===== config.mk =====
export PLATFORM = sky130hd
export DESIGN_NAME = mseq
export DESIGN_NICKNAME = d
export VERILOG_FILES = /design/src/rtl/mseq.sv
export SDC_FILE = /design/constraint.sdc
export NUM_CORES = 1
export LEC_CHECK = 0
export ABC_CLOCK_PERIOD_IN_PS = 2600
export CORE_MARGIN = 3
export CORE_UTILIZATION = 45
export DETAILED_ROUTE_END_ITERATION = 7
export HOLD_SLACK_MARGIN = 0.15
export PLACE_DENSITY_LB_ADDON = 0.1
export SLEW_MARGIN = 20
export SYNTH_ARGS = -nofsm -noshare
export SYNTH_HDL_FRONTEND = slang
export SYNTH_SLANG_ARGS = --single-unit
export TNS_END_PERCENT = 1

===== constraint.sdc =====
create_clock -name ck -period 2.6 [get_ports ck]
set_clock_uncertainty 0.1 [all_clocks]
set_input_delay 0.39 -clock ck [delete_from_list [all_inputs] [get_ports ck]]
set_output_delay 0.39 -clock ck [all_outputs]
set_load 0.005 [all_outputs]

===== src/rtl/mseq.sv =====
// mseq: sequential unsigned shift-add multiplier with IDLE/BUSY control FSM
// Ports: ck clock; rb async active-low reset; mstr start request; mclr sync abort;
//        mopa/mopb W-bit unsigned operands; crdy ready (registered); mbsy busy (~crdy);
//        mres 2W-bit product of last completed operation; mcol sticky start-while-busy flag.
`timescale 1ns/1ps
module mseq #(
    parameter int W = 16
) (
    input  logic           ck,
    input  logic           rb,
    input  logic           mstr,
    input  logic           mclr,
    input  logic [W-1:0]   mopa,
    input  logic [W-1:0]   mopb,
    output logic           crdy,
    output logic           mbsy,
    output logic [2*W-1:0] mres,
    output logic           mcol
);
    localparam int CW = $clog2(W + 1);
    typedef enum logic {IDLE, BUSY} state_t;
    state_t state, nxt;
    logic [W-1:0]   ra;
    logic [2*W:0]   rp;
    logic [CW-1:0]  cnt;
    logic [W:0]     sum;
    logic [2*W:0]   step;
    logic           last;
    // One partial-product step: add multiplicand when the multiplier LSB is set,
    // then shift the whole accumulator/multiplier pair right with the carry.
    always_comb begin
        sum  = rp[0] ? {1'b0, rp[2*W-1:W]} + {1'b0, ra} : {1'b0, rp[2*W-1:W]};
        step = {1'b0, sum, rp[W-1:1]};
        last = cnt == CW'(1);
    end
    always_ff @(posedge ck or negedge rb)
        if (!rb) state <= IDLE;
        else     state <= nxt;
    always_comb
        nxt = (state == IDLE) ? ((mstr && !mclr) ? BUSY : IDLE)
                              : ((mclr || last) ? IDLE : BUSY);
    // Ready/busy are registered from the next state so they never glitch and
    // a start sampled at an edge already shows crdy=0 right after it.
    always_ff @(posedge ck or negedge rb)
        if (!rb) begin
            crdy <= 1'b1;
            mbsy <= 1'b0;
            mres <= '0;
            mcol <= 1'b0;
            ra   <= '0;
            rp   <= '0;
            cnt  <= '0;
        end else begin
            crdy <= nxt == IDLE;
            mbsy <= nxt == BUSY;
            if (state == IDLE) begin
                if (mclr) begin
                    mres <= '0;
                    mcol <= 1'b0;
                end else if (mstr) begin
                    ra   <= mopa;
                    rp   <= {{(W+1){1'b0}}, mopb};
                    cnt  <= CW'(W);
                    mcol <= 1'b0;
                end
            end else if (mclr) begin
                mres <= '0;
                ra   <= '0;
                rp   <= '0;
                cnt  <= '0;
            end else begin
                rp  <= step;
                cnt <= cnt - CW'(1);
                if (last) mres <= step[2*W-1:0];
                if (mstr) mcol <= 1'b1;
            end
        end
endmodule


==> results.ini <==
[sta]
setup_viol = 0
slew_headroom = 0.657
fin_tns_setup_ns = 0
timing.hold.ws_ns = 0.383
fin_crit_sh = 0.935
rsz0062_at_grt = no
finalMaxSlewViolations = 0
finalHoldViolCount = 0
period_minus_slack_ns = 2.43
tightest_slew_ns = 0.514
fmax_mhz = 411

[setup_path]
critPathKind = reg -> reg
critPathArrivalTime_ns = 2.56
cp-start-kind = register
end_kind = register
required_ns = 2.73
rrSetupSlack_ns = 0.17
cp_max_fo = 4

[pwr]
switching_share = 0.325
power_density_nw_per_um2 = 615
p_clk_frac = 0.279
combPwrFrac = 0.248
power.leakage_nw = 2.58
p_sw_mw = 1.14
p_seq_frac = 0.473
p_int_mw = 2.37
vdd_drop_max_v = 0.000426

[logic_synthesis]
ys_seq_area_frac = 0.479
synth_warnings = 0
synth_seq_cells = 88
async_flop_share = 1.00
syn_nets = 562
synth_edf_count = 0
synth_area_leaders = dfrtp_1 (47%), nand2_1 (9.1%), ha_1 (5.4%)
syn_area_per_cell_um2 = 9.11
yosysTopAreaCell = dfrtp_1
synthCells = 505
synth_area_um2 = 4600
synth_common_cells = nand2_1 (112), dfrtp_1 (87), nor2_1 (50)
ys.flop_type = dfrtp_1
synth.most_common_cell = nand2_1
post_synth_num_cell_types = 58
synth_top_area_frac = 0.473

[finish]
syn2layout_area_growth_pct = 24.0
fill_cells = 878
fin_nets = 630
antenna-diode-count = 0
drive_gt1_frac = 0.0969

[drt]
vias = 3844
drc = 0
ant_nets = 0
wl_um = 11100
wl_per_cell_um = 15.7
firstDrtPassIters = 5
drt_iter0_drc = 222
vias_per_cell = 5.41

[floorplanning]
die_w_um = 107
start_util = 0.467
core_um2 = 9860
boundaryPins = 71
rows = 36
die_y_um = 107
die_area_um2 = 11500

[run]
maxCapViolCount = 0

[outcome]
status = completed

[global_route]
grt_pass1_vias = 3743
grt_max_degree = 58
grt_pass1_wl_um = 18800
antenna_found_initial = 0
overflow = 0
track_usage = 0.206

[placement]
place_congestion = 0.824
numPortBuffers = 70
dp_hpwl_um = 8040

[clock_tree]
clk_pin_slew_ns = 0.10
cts_sinks = 88
clk_latency_ns = 0.36
cts_buffer_depth = 2
post_cts_buffers = 0
cts_tree = built
root_buffer = clkbuf_8
numCtsBuffers = 9
cts.htree.levels = 3

[hold_path]
hp-class = reg -> reg

==> per-layer routing <==
layer  global-route usage  up-vias  wire, um
li1                     -     1909         -
met1                0.307     1836      5360
met2                0.314       95      5210
met3               0.0277        4       493
met4               0.0603        0        74
met5                    0        -         0
==> metrics by stage <==
step,cells,power [mW],instance area (um^2),utilization,setup WS (ns)
after floorplan,505,2.20,4600,-,0.328
after global placement,694,2.54,5480,0.556,0.215
after detailed placement,694,2.56,5480,0.556,0.150
after CTS,711,3.54,5690,0.577,0.141
after global routing,711,3.74,5710,0.579,0.0157
final,711,3.51,5710,0.579,0.169
==> path summary, 6_finish.rpt <==
path	start	to	cells after the start
max in group asynchronous	rb	crdy	3
max	ra[0]	rp[25]	8
max reg2reg	ra[0]	rp[25]	8
min reg2reg	mres[14]	mres[14]	2
min in group asynchronous	rb	mres[20]	2
min	mres[14]	mres[14]	2
==> kinds of logic (layout without fill, tap and decap cells) <==
logic type / Yosys count / in the layout / share of synthesized area
AND/OR/NAND/NOR: 210 / 210 / 0.198
AO/OA/AOI/OAI: 123 / 123 / 0.183
flip-flops: 88 / 88 / 0.479
buffers and inverters: 42 / 115 / 0.0386
adder cells (fa/ha/maj): 21 / 21 / 0.0587
multiplexers: 11 / 11 / 0.0245
XOR/XNOR: 10 / 10 / 0.0190
==> critical path, stage by stage, from the launching register on <==
cell and delay, ns:
dfrtp_1 0.40, ha_1 0.25, fa_2 0.36, a21o_1 0.24, a221oi_4 0.37, o211ai_2 0.14, xnor2_1 0.14, mux2i_1 0.21
o21ai_1 0.10
==> cell usage in the layout (no fill, tap or decap), drive strengths merged, types with 2 or more instances in the layout <==
master / instances
nand3: 21
a221oi: 16
buf: 17
o21ai: 42
nand4: 5
nor3: 3
a21o: 4
inv: 14
nor2: 51
dfrtp: 87
ha: 20
mux2: 2
or2: 3
o21bai: 2
clkdlybuf4s50: 69
a31oi: 6
clkinv: 4
a21oi: 21
a211oi: 3
nor4b: 2
or3: 3
nand2b: 2
o211ai: 4
clkbuf: 9
o22ai: 2
nand2: 112
o31ai: 14
mux2i: 9
xor2: 3
xnor2: 7
o22a: 2
and3: 5
==> cell type report <==
type / count / area [um^2] / share of cell area
Clock inverter: 7 / 75.1 / 0.0132
Multi-Input combinational cell: 375 / 2240 / 0.392
Timing Repair Buffer: 87 / 853 / 0.150
Inverter: 12 / 45.0 / 0.00789
Sequential cell: 88 / 2200 / 0.386
Tap cell: 133 / 166 / 0.0292
Clock buffer: 9 / 124 / 0.0217
==> registers in the layout, summed over array words and instances (netlist names) <==
name,flops
mres,32
rp,32
ra,16
cnt,5
crdy,1
mbsy,1
mcol,1
==> power groups by stage <==
stage               Combinational, mW  Clock [mW]  Sequential (mW)
global route                    0.984        1.07             1.68
floorplan                       0.542           0             1.65
finish                          0.871       0.979             1.66
detailed placement              0.871           0             1.68
CTS                             0.876        1.01             1.66
global placement                0.857           0             1.68
==> what timing repair did <==
item / in CTS / in global routing
resized for setup: 0 / 3
endpoints found under the hold margin: 31 / 0
endpoints found under the setup margin: 0 / 3
hold buffers: 1 / 0
Note: power is estimated with default switching activity, not from simulation.
==> edit (same settings) <==
`W`: 16 -> 64.
--- a/src/rtl/mseq.sv
+++ b/src/rtl/mseq.sv
@@ -4,7 +4,7 @@
 //        mres 2W-bit product of last completed operation; mcol sticky start-while-busy flag.
 `timescale 1ns/1ps
 module mseq #(
-    parameter int W = 16
+    parameter int W = 64
 ) (
     input  logic           ck,
     input  logic           rb,
Interface: changed (resized mopa, mopb and mres); port bits go from 71 to 263. The function was not compared with the original's and may differ.
==> edit against the unedited design <==
The flow now finishes with violations (setup timing); area after synthesis increased to 3.8 times the old value; total power increased to 4.6 times the old value; combinational power increased to 5.1 times the old value; critical endpoint is now rp[121]; cell area increased to 4.3 times the old value; cell count increased to 4.2 times the old value; routed wire length increased to 5.0 times the old value; largest cell class unchanged; sequential cell count increased by 242; worst setup slack got worse by 0.88 ns; highest routed layer unchanged; count of clock-buffer cells in the layout increased by 44.
==> edit: results (changes against the unedited design) <==
outcome=complete, but fails checks; failing checks=setup timing; share of layout cells above drive strength 1=20.3% (+11 points); Seq area share=33.5% (-5.1 points); crit-path max FO=3 (-1); synthesized-area fraction occupied by adder cells=4.97% (-0.91 points); largest net degree at the start of global routing=129 (+120%); largest registers=mres: 128 flops, rp: 128 flops, ra: 64 flops; antenna violations before repair=1 (+1); final setup fails=106 (+106); number of global-route vias before repair=16500 (+340%); top cells by area, synth=dfrtp_1 (47%), nand2_1 (9.6%), o21ai_0 (5.1%); vias per cell=5.49 (+1.5%); fill cell count=3275 (+270%); XOR/XNOR Fraction of Synth Area=2.80% (+0.89 points); comb_multi_in=1507 (+300%); Cell Area, Placed=0.0227 mm² (+310%); actual slew at the worst max-slew pin=1.11 ns (+0.595 ns); Multi-input gate area=0.00927 mm² (+310%); hold endpoint=ra[25]; NumNets Final=2669 (+320%); Pwr per Cell Area=651 mW/mm² (+5.9%); H-Tree Level Count=2 (-1); setup_tns=-37.60 ns (-37.60 ns); Tightest Hold Check Type=in2reg; CTS clk-pin slew, worst paths=0.06 ns (-0.04 ns); DRT Wirelength=56.0 mm (+400%); # clk buffers=53 (+44); Clock buf/inv share=5.08% (+1.6 points); invs w/o clock=19 (+7); Worst Setup Slack post-DPL=-0.775 ns (-0.926 ns); global-route wire length before repair=89.5 mm (+380%); reg-to-reg endpoint=rp[121]; mux cell area share after synthesis=2.01% (-0.44 points); cell internal pwr=11.0 mW (+360%); setup ws final=-0.713 ns (-0.882 ns); Cell Count, Final, Fillers Out=3010 (+320%); post-detail-place hpwl=39.9 mm (+400%); hold depth=3 (+1); Sequential Power Share=39.0% (-8.3 points); Peak VDD IR=0.000427 V (+0.34%); initial DRC count=939 (+320%); main combinational cell family by area after synthesis=compound AO/OA/AOI/OAI gates; CP arrival=3.63 ns (+1.07 ns); Min Hold Slack=0.293 ns (-0.0897 ns); power in sequential cells=6.26 mW (+280%)
edit: worst reg2reg max path: stages, from the launching register on:
cell and delay, ns:
dfrtp_1 0.39, ha_2 0.21, fa_2 0.35, a21o_1 0.21, a221o_1 0.35, a211oi_2 0.32
o21ai_1 0.19, nand4_1 0.20, nand4_1 0.21, a21oi_1 0.22, xnor2_1 0.08, a22oi_1 0.19
o21ai_0 0.13
edit: repair_timing:
item / in CTS / in global routing
pin swaps: 26 / 22
buffers inserted: 12 / 0
hold buffers: 1 / 0
hold endpoints to repair: 66 / 0
endpoints found under the setup margin: 110 / 112
resized for setup: 72 / 71
edit: routing by layer:
layer | vias up | GRT usage, % | share of wire, %
li1 | 7995 | - | -
met1 | 8026 | 37.0 | 45
met2 | 392 | 43.2 | 47
met3 | 101 | 3.88 | 4.4
met4 | 0 | 9.02 | 3.3
met5 | - | 0 | 0
